$ cat src/rtl/rtc_pkg.sv
// Shared definitions for the RTC bus scheduler: register map, field indices,
// transaction phase and batch type encodings.
package rtc_pkg;

    localparam int NUM_FIELDS = 9;

    typedef enum logic [3:0] {
        IDX_ANO      = 4'd0,
        IDX_MES      = 4'd1,
        IDX_DIA      = 4'd2,
        IDX_HORAS    = 4'd3,
        IDX_MINUTOS  = 4'd4,
        IDX_SEGUNDOS = 4'd5,
        IDX_HT       = 4'd6,
        IDX_MT       = 4'd7,
        IDX_ST       = 4'd8
    } field_idx_t;

    localparam logic [7:0] RTC_ADDR [0:NUM_FIELDS-1] = '{
        8'h26, 8'h25, 8'h24, 8'h23, 8'h22, 8'h21, 8'h43, 8'h42, 8'h41
    };

    typedef enum logic [2:0] {
        IDLE,
        A_SETUP,
        A_STB,
        A_HOLD,
        D_SETUP,
        D_STB,
        D_HOLD
    } phase_t;

    typedef enum logic {
        RD = 1'b0,
        WR = 1'b1
    } batch_t;

    // Out-of-range indices map to 0x00 so the bus never sees a stray address.
    function automatic logic [7:0] rtc_addr(input logic [3:0] idx);
        logic [7:0] a;
        a = 8'h00;
        if (idx <= IDX_ST) begin
            a = RTC_ADDR[idx];
        end
        return a;
    endfunction

endpackage

$ cat src/rtl/rtc_bus_phase.sv
// Runs one address/data transaction on the multiplexed RTC bus; each of the
// six phases lasts T_PH cycles and a new start in the last D_HOLD cycle chains.
module rtc_bus_phase
    import rtc_pkg::*;
#(
    parameter int T_PH = 2
) (
    input  logic       clk,
    input  logic       reset,
    input  logic       start,
    input  logic       dir_wr,
    input  logic [7:0] addr,
    input  logic [7:0] wdata,
    input  logic [7:0] ad_in,
    output logic       done,
    output logic [7:0] rdata,
    output logic [7:0] ad_out,
    output logic       ad_oe,
    output logic       cs_n,
    output logic       rd_n,
    output logic       wr_n,
    output logic       ad
);

    localparam int CW = (T_PH > 1) ? $clog2(T_PH) : 1;

    phase_t        state;
    phase_t        state_next;
    logic [CW-1:0] ph_cnt;
    logic          ph_last;

    assign ph_last = (ph_cnt == CW'(T_PH - 1));

    // NOTE: sequential state uses non-blocking assignments only, so every
    // flop samples the pre-edge values regardless of process ordering.
    always_ff @(posedge clk or negedge reset) begin
        if (!reset) begin
            state  <= IDLE;
            ph_cnt <= '0;
            rdata  <= '0;
        end else begin
            state <= state_next;
            if (state == IDLE || ph_last) begin
                ph_cnt <= '0;
            end else begin
                ph_cnt <= ph_cnt + CW'(1);
            end
            if (state == D_STB && ph_last && !dir_wr) begin
                rdata <= ad_in;
            end
        end
    end

    // NOTE: every output gets a default before the case so no path can
    // infer a latch.
    always_comb begin
        state_next = state;
        done       = 1'b0;
        ad_out     = 8'h00;
        ad_oe      = 1'b0;
        cs_n       = 1'b1;
        rd_n       = 1'b1;
        wr_n       = 1'b1;
        ad         = 1'b1;

        case (state)
            IDLE: begin
                if (start) begin
                    state_next = A_SETUP;
                end
            end
            A_SETUP: begin
                cs_n   = 1'b0;
                ad     = 1'b0;
                ad_oe  = 1'b1;
                ad_out = addr;
                if (ph_last) begin
                    state_next = A_STB;
                end
            end
            A_STB: begin
                cs_n   = 1'b0;
                ad     = 1'b0;
                ad_oe  = 1'b1;
                ad_out = addr;
                wr_n   = 1'b0;
                if (ph_last) begin
                    state_next = A_HOLD;
                end
            end
            A_HOLD: begin
                cs_n   = 1'b0;
                ad     = 1'b0;
                ad_oe  = 1'b1;
                ad_out = addr;
                if (ph_last) begin
                    state_next = D_SETUP;
                end
            end
            D_SETUP: begin
                cs_n   = 1'b0;
                ad_oe  = dir_wr;
                ad_out = dir_wr ? wdata : 8'h00;
                if (ph_last) begin
                    state_next = D_STB;
                end
            end
            D_STB: begin
                cs_n   = 1'b0;
                ad_oe  = dir_wr;
                ad_out = dir_wr ? wdata : 8'h00;
                wr_n   = ~dir_wr;
                rd_n   = dir_wr;
                if (ph_last) begin
                    state_next = D_HOLD;
                end
            end
            D_HOLD: begin
                cs_n   = 1'b0;
                ad_oe  = dir_wr;
                ad_out = dir_wr ? wdata : 8'h00;
                if (ph_last) begin
                    done       = 1'b1;
                    state_next = start ? A_SETUP : IDLE;
                end
            end
            default: begin
                state_next = IDLE;
            end
        endcase
    end

endmodule

$ cat src/rtl/rtc_bus_scheduler.sv
// Arbitrates PicoBlaze write batches against periodic read batches on the RTC
// bus and keeps the write/read shadows, field index and refresh timer.
module rtc_bus_scheduler
    import rtc_pkg::*;
#(
    parameter int T_PH        = 2,
    parameter int READ_PERIOD = 1_000_000
) (
    input  logic        clk,
    input  logic        reset,
    input  logic        start_wr,
    input  logic [71:0] wr_data,
    input  logic [7:0]  ad_in,
    output logic [7:0]  ad_out,
    output logic        ad_oe,
    output logic        cs_n,
    output logic        rd_n,
    output logic        wr_n,
    output logic        ad,
    output logic [71:0] rd_data,
    output logic        rd_valid,
    output logic        listo_es,
    output logic        busy
);

    localparam int PW = (READ_PERIOD > 1) ? $clog2(READ_PERIOD) : 1;

    logic [PW-1:0] period_cnt;
    logic          period_wrap;
    logic          start_wr_q;
    logic          wr_edge;
    logic          wr_pend;
    logic          rd_pend;
    batch_t        dir_q;
    logic [3:0]    idx;
    logic [71:0]   wr_shadow;
    logic [71:0]   rd_shadow;
    logic [71:0]   rd_next;
    logic          launch;
    logic          last_txn;
    logic          phase_start;
    logic          phase_done;
    logic [7:0]    phase_rdata;
    logic [7:0]    txn_wdata;

    assign period_wrap = (period_cnt == PW'(READ_PERIOD - 1));
    assign wr_edge     = start_wr & ~start_wr_q;
    assign launch      = ~busy & (wr_pend | rd_pend);
    assign last_txn    = (idx == IDX_ST);
    assign phase_start = launch | (phase_done & ~last_txn);
    assign txn_wdata   = wr_shadow[{idx, 3'b000} +: 8];

    // Read shadow with the byte just finished merged in, so the final
    // transaction lands in rd_data on the same edge as the rest.
    always_comb begin
        rd_next                     = rd_shadow;
        rd_next[{idx, 3'b000} +: 8] = phase_rdata;
    end

    always_ff @(posedge clk or negedge reset) begin
        if (!reset) begin
            period_cnt <= '0;
        end else if (period_wrap) begin
            period_cnt <= '0;
        end else begin
            period_cnt <= period_cnt + PW'(1);
        end
    end

    always_ff @(posedge clk or negedge reset) begin
        if (!reset) begin
            start_wr_q <= 1'b0;
            wr_pend    <= 1'b0;
            rd_pend    <= 1'b0;
            dir_q      <= RD;
            idx        <= '0;
            wr_shadow  <= '0;
            rd_shadow  <= '0;
            rd_data    <= '0;
            rd_valid   <= 1'b0;
            listo_es   <= 1'b0;
            busy       <= 1'b0;
        end else begin
            start_wr_q <= start_wr;
            rd_valid   <= 1'b0;

            if (!start_wr || wr_edge) begin
                listo_es <= 1'b0;
            end

            if (launch) begin
                busy <= 1'b1;
                idx  <= IDX_ANO;
                if (wr_pend) begin
                    dir_q     <= WR;
                    wr_pend   <= 1'b0;
                    wr_shadow <= wr_data;
                end else begin
                    dir_q   <= RD;
                    rd_pend <= 1'b0;
                end
            end else if (phase_done) begin
                if (dir_q == RD) begin
                    rd_shadow <= rd_next;
                end
                if (last_txn) begin
                    busy <= 1'b0;
                    idx  <= IDX_ANO;
                    if (dir_q == RD) begin
                        rd_data  <= rd_next;
                        rd_valid <= 1'b1;
                    end else begin
                        listo_es <= 1'b1;
                    end
                end else begin
                    idx <= idx + 4'd1;
                end
            end

            // NOTE: the last non-blocking assignment to a flop wins, so a
            // request arriving on the launch edge survives the clear above.
            if (wr_edge) begin
                wr_pend <= 1'b1;
            end
            if (period_wrap) begin
                rd_pend <= 1'b1;
            end
        end
    end

    rtc_bus_phase #(
        .T_PH (T_PH)
    ) u_phase (
        .clk    (clk),
        .reset  (reset),
        .start  (phase_start),
        .dir_wr (dir_q == WR),
        .addr   (rtc_addr(idx)),
        .wdata  (txn_wdata),
        .ad_in  (ad_in),
        .done   (phase_done),
        .rdata  (phase_rdata),
        .ad_out (ad_out),
        .ad_oe  (ad_oe),
        .cs_n   (cs_n),
        .rd_n   (rd_n),
        .wr_n   (wr_n),
        .ad     (ad)
    );

endmodule

$ cat config.mk
export PLATFORM = sky130hd
export DESIGN_NAME = rtc_bus_scheduler
export DESIGN_NICKNAME = d
export VERILOG_FILES = /design/src/rtl/rtc_pkg.sv /design/src/rtl/rtc_bus_phase.sv /design/src/rtl/rtc_bus_scheduler.sv
export SDC_FILE = /design/constraint.sdc
export NUM_CORES = 1
export LEC_CHECK = 0
export BUFFER_PORTS_ARGS = -buffer_cell sky130_fd_sc_hd__buf_2
export CORE_AREA = 3 3 148 150
export DETAILED_ROUTE_END_ITERATION = 10
export DIE_AREA = 0 0 151 153
export PLACE_DENSITY = 0.77
export SYNTH_ARGS = -nofsm -noshare
export SYNTH_HDL_FRONTEND = slang
export SYNTH_SLANG_ARGS = --single-unit
$ cat constraint.sdc
create_clock -name clk -period 3.33 [get_ports clk]
set_input_delay 0.666 -clock clk [delete_from_list [all_inputs] [get_ports clk]]
set_output_delay 0.666 -clock clk [all_outputs]
set_load 0.02 [all_outputs]
# Word-level counts from Yosys, hierarchy flattened
# Memories as Yosys holds them, arrays and structs flattened.
# Cells that the tools add are included.
# Widths: inputs -> output; s select.
dict set report op_classes {
  add_sub_neg 4
  order_cmp 2
  eq_ne 16
  n_shift 3
  mux 45
  n_bitwise 11
  n_reduce_logical 20
}
# operator n
set op_table {}
lappend op_table {{$bwmux 72} 1}
lappend op_table {{$shift 8x9->72 const A} 1}
lappend op_table {{$shiftx 72x8->8} 1}
lappend op_table {{$shiftx 8x9->72} 1}
lappend op_table {{$mux 8} 4}
lappend op_table {{$mux 1} 25}
lappend op_table {{$mux 3} 7}
lappend op_table {{$pmux 3 s7} 1}
lappend op_table {{$add 20x1->20 const B} 1}
lappend op_table {{$eq 20x20->1 const B} 1}
lappend op_table {{$mux 20} 1}
lappend op_table {{$pmux 8 s2} 1}
lappend op_table {{$ne 2x1->1 const B} 7}
lappend op_table {{$mux 4} 3}
lappend op_table {{$eq 3x3->1 const B} 3}
lappend op_table {{$neg 7->9} 1}
lappend op_table {{$reduce_bool 2->1} 4}
lappend op_table {{$reduce_and 7->1} 1}
lappend op_table {{$eq 3x2->1 const B} 2}
lappend op_table {{$reduce_and 2->1} 3}
lappend op_table {{$reduce_or 3->1} 2}
lappend op_table {{$reduce_or 6->1} 1}
lappend op_table {{$ge 5x5->1 const B} 1}
lappend op_table {{$not 1->1} 5}
lappend op_table {{other kinds (16)} 23}
dict set report word_totals {
  regBits 259
  mem_bits_ro 128
  input_bits 83
  elab_cells 117
  mem_count 1
}
# memory depth word_bits rd rd_clocked_by_memory_dff wr line
set mem_list {}
lappend mem_list {{(name not given)} 16 8 1 0 0 rtc_pkg.sv:43} ;# a = RTC_ADDR[idx];

# Logic depth before layout (Yosys ltp)
# Gate-level depths: netlist of the first run.
dict set report logic_depth {
  depth_word 8
  depth_mapped 11
}

# Cells and area by module
# A second synthesis of the first run with hierarchy kept.
dict set report hier_totals {
  cells_unflattened 985
  area_unflattened_um2 11472.3
}
# module n_inst cells_each area_each_um2
set modules_own_cells {}
lappend modules_own_cells {rtc_bus_scheduler 1 921 10800.4}
lappend modules_own_cells {rtc_bus_phase 1 64 671.9}

# Worst setup path after synthesis of the first run
# Ideal clock, no wire load.
dict set report synth_timing {
  path_kind {register to output}
  start {reg idx[0]}
  end {out ad_out[0]}
  arrival_time_ns 1.858
  required_ns 2.664
  setup_slack_ns 0.806
  path_stages_with_launch 7
  n_path_buf 2
  path_cell_list {dfrtp_1 -> clkbuf_1 -> buf_2 -> mux4_2 -> nand2_1 -> a21oi_1 -> a221o_1}
}
dict set report synth_between {
  elab_chain_len 6
}
# item line
set synth_lines {}
lappend synth_lines {{start, declared} rtc_bus_scheduler.sv:35} ;# logic [3:0] idx;
lappend synth_lines {{start signal, assigned} rtc_bus_scheduler.sv:116} ;# idx <= idx + 4'd1;
lappend synth_lines {{$not 4->5 (implied by the code)} rtc_pkg.sv:43}
lappend synth_lines {{$mem_v2 16x8} -}
lappend synth_lines {{$mux 8 (implied by the code) (2 in a row)} rtc_pkg.sv:43}
lappend synth_lines {{$mux 8} rtc_pkg.sv:42} ;# if (idx <= IDX_ST) begin
lappend synth_lines {{$pmux 8 s2 *} rtc_bus_phase.sv:66} ;# case (state)
lappend synth_lines {{end, declared} rtc_bus_scheduler.sv:14} ;# output logic [7:0] ad_out,
# Mark *: on every way between the ends. The rest lies on a longest branch, timed or not. The select of a mux whose other input is x is not followed.

# Final worst setup path of the first run
dict set report layout_timing {
  start {reg idx[0]}
  end {out ad_out[3]}
}
# The elaborated chain is that of the path after synthesis.

==> results of run 1 <==
area by class of cell:
| class | count | area [µm²] |
|---|---|---|
| Antenna cell | 1 | 2.50 |
| Clock buffer | 35 | 746 |
| Clock inverter | 11 | 160 |
| Fill cell | 1622 | 7480 |
| Inverter | 10 | 38.8 |
| Multi-Input combinational cell | 586 | 4530 |
| Sequential cell | 259 | 6480 |
| Tap cell | 275 | 344 |
| Timing Repair Buffer | 188 | 1030 |
routing by layer:
metal,share of wire (%),vias up,global-route usage (%)
li1,-,3545,-
met3,7.4,44,5.57
met4,2.4,4,5.22
met2,47,209,34.4
met5,0.11,-,0
met1,43,3747,30.8
metrics by stage:
stage,cells,cell area [µm²],hold WS (ns)
2_1_floorplan,912,11400,0.370
3_3_place_gp,1317,12400,0.433
3_5_place_dp,1317,12400,0.452
4_1_cts,1363,13300,0.0945
5_1_grt,1364,13300,0.110
6_report,1365,13300,0.0829
how the worst max path moves through the flow:
stage | from | endpoint | slack [ns] | cells after the start
final | idx[0] | ad_out[3] | 0.20 | 6
after global routing | idx[0] | ad_out[3] | 0.01 | 6
after CTS | idx[0] | ad_out[6] | 0.07 | 6
after detailed placement | idx[0] | rd_shadow[20] | 0.36 | 5
after global placement | idx[0] | rd_shadow[20] | 0.44 | 5
after floorplan | idx[0] | ad_out[0] | 0.81 | 6
synthesized netlist by cell type, types with 3 or more instances:
| cell type | n | share of area [%] |
|---|---|---|
| a21oi_1 | 22 | 0.97 |
| xnor2_1 | 7 | 0.54 |
| nor3_1 | 3 | 0.13 |
| mux2_2 | 152 | 15 |
| inv_1 | 8 | 0.26 |
| mux2i_1 | 22 | 1.9 |
| buf_6 | 9 | 0.89 |
| nor3b_1 | 8 | 0.53 |
| nand4_1 | 7 | 0.38 |
| xor2_1 | 8 | 0.62 |
| nor2_1 | 29 | 0.96 |
| o21ai_0 | 39 | 1.7 |
| nand2_1 | 141 | 4.7 |
| buf_4 | 6 | 0.40 |
| mux4_2 | 16 | 3.2 |
| nand4b_1 | 5 | 0.38 |
| clkbuf_1 | 18 | 0.59 |
| dfrtp_1 | 259 | 57 |
| a22o_1 | 16 | 1.2 |
| buf_2 | 21 | 0.92 |
| a31oi_1 | 10 | 0.55 |
| and2_1 | 12 | 0.66 |
| ha_1 | 8 | 0.88 |
| and3_1 | 18 | 0.99 |
| nand3_1 | 13 | 0.57 |
| a221o_1 | 5 | 0.44 |
| and4_1 | 4 | 0.31 |
| nand3b_1 | 3 | 0.20 |
| nand2b_1 | 3 | 0.16 |
| nor2b_1 | 3 | 0.16 |
registers in the layout, summed over array words and instances, names as in the netlist:
signal and flops:
listo_es 1, start_wr_q 1, u_phase.state 3, u_phase.rdata 8, wr_pend 1, rd_shadow 72, rd_valid 1, rd_pend 1
busy 1, idx 4, wr_shadow 72, rd_data 72, u_phase.ph_cnt 1, dir_q 1, period_cnt 20
kinds of logic after synthesis:
family,Yosys count
flops,259
fa+ha+maj,8
simple gates,264
xor+xnor,15
buf+inv,67
compound gates,109
mux,190
power by group:
group	leakage [nW]	internal, mW	switching (mW)
Sequential	3.39	3.20	0.0414
Clock	0.443	1.88	1.20
Combinational	2.81	0.0914	0.0943
timing repair:
item                       CTS  global route
setup endpoints to repair    4             1
gates resized for setup      1             0
setup buffers                0             1
==> results.ini, run 1 <==
[setup_path]
r2r_end = rd_data[31]
end_kind = primary output
path_max_fanout = 13
slowest_stage = dfrtp_4
critical_path_arrival_ns = 2.46
critical_path_class = flop to primary output
path_cells = buf_8 -> nor4b_1 -> and4_1 -> nand2_1 -> o21ai_0 -> buf_2
ff2ff_path_depth = 7
cp-start-kind = flop
slowest_delay_ns = 0.60
reg2reg_slack_ns = 0.58
required_ns = 2.66
crit_family = simple AND/OR/NAND/NOR gates
timing.rr.start = idx[0]
crit_buf_inv = 2

[global_routing]
grtUsageTotal_pct = 21.9
grt_pass1_wl_um = 40900
grt_pass1_vias = 7784
grt.overflow.total = 0
grt_max_degree = 90
antenna_found_initial = 2

[cells_and_area]
layout_common_cells = dfrtp_1 (258), buf_2 (169), mux2_2 (152)
final_common_cell = dfrtp_1
layout-drive-gt1-share_pct = 37.8
post-route-util_pct = 64.1
nNetsFinal = 1163
area_growth_pct = 17.2

[sta]
worstMarginPinSlew_ns = 0.893
fin_crit_ns = 3.13
fin_crit_sh_pct = 94.0
setup_ws_ns = 0.199
setup_tns_ns = 0
fmax_mhz = 319
hold_viol = 0
finalClockSkew_ns = 0.0123
slew_headroom_pct = 40.5
maxSlewViolCount = 0
rsz0062_at_grt = no
setup_violations = 0

[detailed_routing]
vias_per_cell = 5.53
routedWlPerCell_um = 18.2
routed_wl_um = 24900
vias = 7549
ant_nets = 0
drt_iter0_drc = 316
drc = 0
firstDrtPassIters = 4

[yosys]
ys_seq_elements = 259
synth_edf_count = 0
ys.flop_type = dfrtp_1
synth_top_family_by_area = multiplexers
syn_nets = 1003
synth-compound-area-share_pct = 6.28
yosys.area_share.simple_pct = 11.3
ys_seq_area_share_pct = 57.0
avgSynthCellArea_um2 = 12.5
yosysUniqueCellTypes = 57
synthMuxAreaShare_pct = 20.1
synth_cells = 912
synthArstFlopShare_pct = 100
synth-xor-area-share_pct = 1.15
ys_warn_count = 0
synth_area_um2 = 11400
synthAdderAreaFrac_pct = 0.880

[clock_network]
root_buffer = clkbuf_16
cts_tree = done
cts_buffers = 27
cts_hold_buf = 0
clockBufferDepth = 3
htree_levels = 1
cts_sinks = 259
insertion_delay_ns = 0.53
path_clk_slew_ns = 0.06

[floorplan]
dieArea_um2 = 23100
start_util_pct = 54.6
core_area_um2 = 20800
rows = 53
fp.dieW_um = 151
die_y_um = 153
ios = 171

[placement]
gp_congestion = 0.812
port-buffer-count = 170
place_ws_ns = 0.360
dpl.hpwl_um = 16900

[outcome]
status = finished clean

[power]
power_mw = 6.50
powerDensity_nw_per_um2 = 487
p_leak_nw = 6.64
ir_drop_v = 0.000365

[worst_hold_path]
min_path_type = input pin to asynchronous set/reset pin

[flow_run]
cap_violations = 0

Power figures use the tool's default switching activity.
==> inputs of run 2 (changes only) <==
- ABC_AREA: not set -> 1
- CORE_AREA: 3 3 148 150 -> 3 3 119 207
- DIE_AREA: 0 0 151 153 -> 0 0 122 210
- PLACE_DENSITY: 0.77 -> 0.76
- clock period: 3.33 -> 3.9 ns (I/O delays scaled with it)
==> run 2 against run 1 <==
- clock skew is 0.0037 ns higher
- first-iteration DRC count is 130% higher
- sequential share of layout area is 3.6 points lower
- final area is 8.1% higher
- global-route usage is 3.6 points higher
- core utilization is 2.0 points lower
- combinational power is 7% lower
- register-to-register slack better by 0.38 ns
- worst hold slack better by 0.22 ns
==> results.ini, run 2 <==
[yosys]
syn_nets = 1643  ; was 1003
yosysTopAreaCellShare_pct = 51.2  ; was 57.0%
yosysUniqueCellTypes = 39  ; was 57
synth_cells = 1552  ; was 912
synth_edf_count = 0  ; unchanged
synth_area_leaders = dfrtp_1 (51%), nand2_1 (15%), nand3_1 (8.9%)  ; was dfrtp_1 (57%), mux2_2 (15%), nand2_1 (4.7%)
synth-xor-area-share_pct = 1.13  ; was 1.15%
ys.flop_type = dfrtp_1  ; unchanged
synth_area_um2 = 12700  ; was 11400 µm²
synth-compound-area-share_pct = 4.54  ; was 6.28%
synth_top_cell_by_area = dfrtp_1  ; unchanged
synthArstFlopShare_pct = 100  ; unchanged
yosysMostFrequentCell = nand2_1  ; was dfrtp_1
ys_seq_area_share_pct = 51.2  ; was 57.0%
ys_top_cells_by_count = nand2_1 (501), dfrtp_1 (259), nand3_1 (226)  ; was dfrtp_1 (259), mux2_2 (152), nand2_1 (141)
synthAdderAreaFrac_pct = 0.791  ; was 0.880%
ys_warn_count = 0  ; unchanged
avgSynthCellArea_um2 = 8.15  ; was 12.5 µm²
synth_top_family_by_area = simple AND/OR/NAND/NOR gates  ; was multiplexers
synthMuxAreaShare_pct = 4.36  ; was 20.1%
yosys.area_share.simple_pct = 30.2  ; was 11.3%
ys_seq_elements = 259  ; unchanged

[setup_path]
ff2ff_path_depth = 7  ; unchanged
r2r_end = rd_data[26]  ; was rd_data[31]
reg2reg_slack_ns = 0.96  ; was 0.58 ns
end_kind = primary output  ; unchanged
timing.rr.start = idx[2]  ; was idx[0]
critical_path_class = flop to primary output  ; unchanged
cp-start-kind = flop  ; unchanged
critical_path_arrival_ns = 2.57  ; was 2.46 ns
required_ns = 3.12  ; was 2.66 ns
path_max_fanout = 18  ; was 13

[clock_network]
path_clk_slew_ns = 0.06  ; about the same
root_buffer = clkbuf_16  ; unchanged
cts_sinks = 259  ; unchanged
cts_buffers = 24  ; was 27
cts_hold_buf = 0  ; unchanged
htree_levels = 1  ; unchanged
cts_tree = done  ; unchanged
insertion_delay_ns = 0.53  ; about the same
clockBufferDepth = 3  ; unchanged
cts_resized = 0  ; was 1
postCtsSetupBuffers = 0  ; unchanged

[detailed_routing]
vias = 10800  ; was 7549
ant_nets = 0  ; unchanged
routedWlPerCell_um = 16.0  ; was 18.2 µm
routed_wl_um = 32200  ; was 24900 µm
drt_iter0_drc = 734  ; was 316
vias_per_cell = 5.37  ; was 5.53
drc = 0  ; unchanged
firstDrtPassIters = 5  ; was 4

[cells_and_area]
nNetsFinal = 1780  ; was 1163
layout_common_cells = nand2_1 (500), dfrtp_1 (258), nand3_1 (226)  ; was dfrtp_1 (258), buf_2 (169), mux2_2 (152)
antenna_cells = 0  ; was 1
layout-drive-gt1-share_pct = 17.7  ; was 37.8%
nFillCells = 2052  ; was 1622
top_regs = rd_data x72, rd_shadow x72, wr_shadow x72  ; unchanged
final_common_cell = nand2_1  ; was dfrtp_1
area_growth_pct = 13.9  ; was 17.2%

[floorplan]
fp.dieW_um = 122  ; was 151 µm
die_y_um = 210  ; was 153 µm
ios = 171  ; unchanged
start_util_pct = 54.4  ; was 54.6%
core_area_um2 = 23200  ; was 20800 µm²
rows = 74  ; was 53
dieArea_um2 = 25600  ; was 23100 µm²

[power]
ir_drop_v = 0.000395  ; was 0.000365 V
powerDensity_nw_per_um2 = 369  ; was 487 nW/µm²
p_leak_nw = 7.80  ; was 6.64 nW

[sta]
slew_headroom_pct = 36.9  ; was 40.5%
rsz0062_at_grt = no  ; unchanged
worstMarginPinSlew_ns = 0.947  ; was 0.893 ns
maxSlewViolCount = 0  ; unchanged
fmax_mhz = 298
setup_tns_ns = 0  ; unchanged
setup_ws_ns = 0.547  ; was 0.199 ns
fin_crit_ns = 3.35
setup_violations = 0  ; unchanged
hold_viol = 0  ; unchanged
finalClockSkew_ns = 0.0160  ; was 0.0123 ns
fin_crit_sh_pct = 86.0

[global_routing]
grt_pass1_wl_um = 52600  ; was 40900 µm
gr-usage-met3_pct = 3.46  ; was 5.57%
grt_util_met1_pct = 29.6  ; was 30.8%
grt_max_degree = 108  ; was 90
antenna_found_initial = 0  ; was 2
grt-busiest-layer = met2  ; unchanged
grtUsageTotal_pct = 25.4  ; was 21.9%
grt.overflow.total = 0  ; unchanged
grtUsageMet2_pct = 45.7  ; was 34.4%
grt_pass1_vias = 10800  ; was 7784

[placement]
dpl.hpwl_um = 22900  ; was 16900 µm
port-buffer-count = 170  ; unchanged
gp_congestion = 0.898  ; was 0.812
place_ws_ns = 1.02  ; was 0.360 ns

[flow_run]
cap_violations = 0  ; unchanged

[outcome]
status = finished clean  ; unchanged

[worst_hold_path]
min_path_type = input pin to asynchronous set/reset pin  ; unchanged

## run 2: logic make-up (layout without fill, tap and decap cells)
kind of cell,after synthesis,after routing
AO/OA/AOI/OAI,109,109
AND/OR/NAND/NOR,888,888
adder cells (fa/ha/maj),8,8
flip-flops,259,259
XOR/XNOR,12,12
buffers and inverters,227,377
multiplexers,49,49
## run 2: layout make-up
type	count	area [µm²]	area share, %
multi-input cells	1066	5200	36.1
clock buffers	32	702	4.87
well taps	304	380	2.64
flip-flops and latches	259	6480	45.0
clock inverters	7	85.1	0.590
repair buffers	183	983	6.82
inverters	155	582	4.04
## run 2: worst max path at each step
stage,startpoint,to,slack (ns),cells after the start
4_1_cts,idx[2],ad_out[1],0.55,8
5_1_grt,idx[2],ad_out[5],0.36,8
3_5_place_dp,idx[2],rd_data[59],1.02,7
6_report,idx[2],ad_out[1],0.55,8
3_3_place_gp,idx[2],rd_data[51],1.08,7
2_1_floorplan,idx[1],ad_out[1],1.01,9
## run 2: power by group
part | leakage (nW) | internal (mW) | switching, mW
logic | 4.01 | 0.0707 | 0.102
registers | 3.39 | 2.73 | 0.0276
clock network | 0.394 | 1.38 | 1.00
## run 2: metal layers
| layer | share of wire, % | vias up |
|---|---|---|
| met5 | 0 | - |
| met4 | 4.8 | 0 |
| met3 | 5.4 | 106 |
| met2 | 52 | 381 |
| met1 | 38 | 5070 |
| li1 | - | 5220 |
## run 2: critical path, stage by stage, from the launching register on
cell and delay [ns]:
dfrtp_1 0.73, nor2_4 0.26, nand2_2 0.13, nor2_1 0.45, nand2_1 0.09, nand2_1 0.08, nand2_1 0.05, nand2_1 0.08
buf_2 0.17
## run 2: stage by stage
step,instance area [µm²],cells,power [mW],util [%],hold slack (ns)
4_1_cts,14400,2006,5.37,62.0,0.344
5_1_grt,14400,2006,5.50,62.0,0.364
3_5_place_dp,13600,1967,2.98,58.6,0.458
3_3_place_gp,13600,1967,2.98,58.6,0.442
6_report,14400,2006,5.31,62.0,0.302
2_1_floorplan,12700,1552,2.86,-,0.431
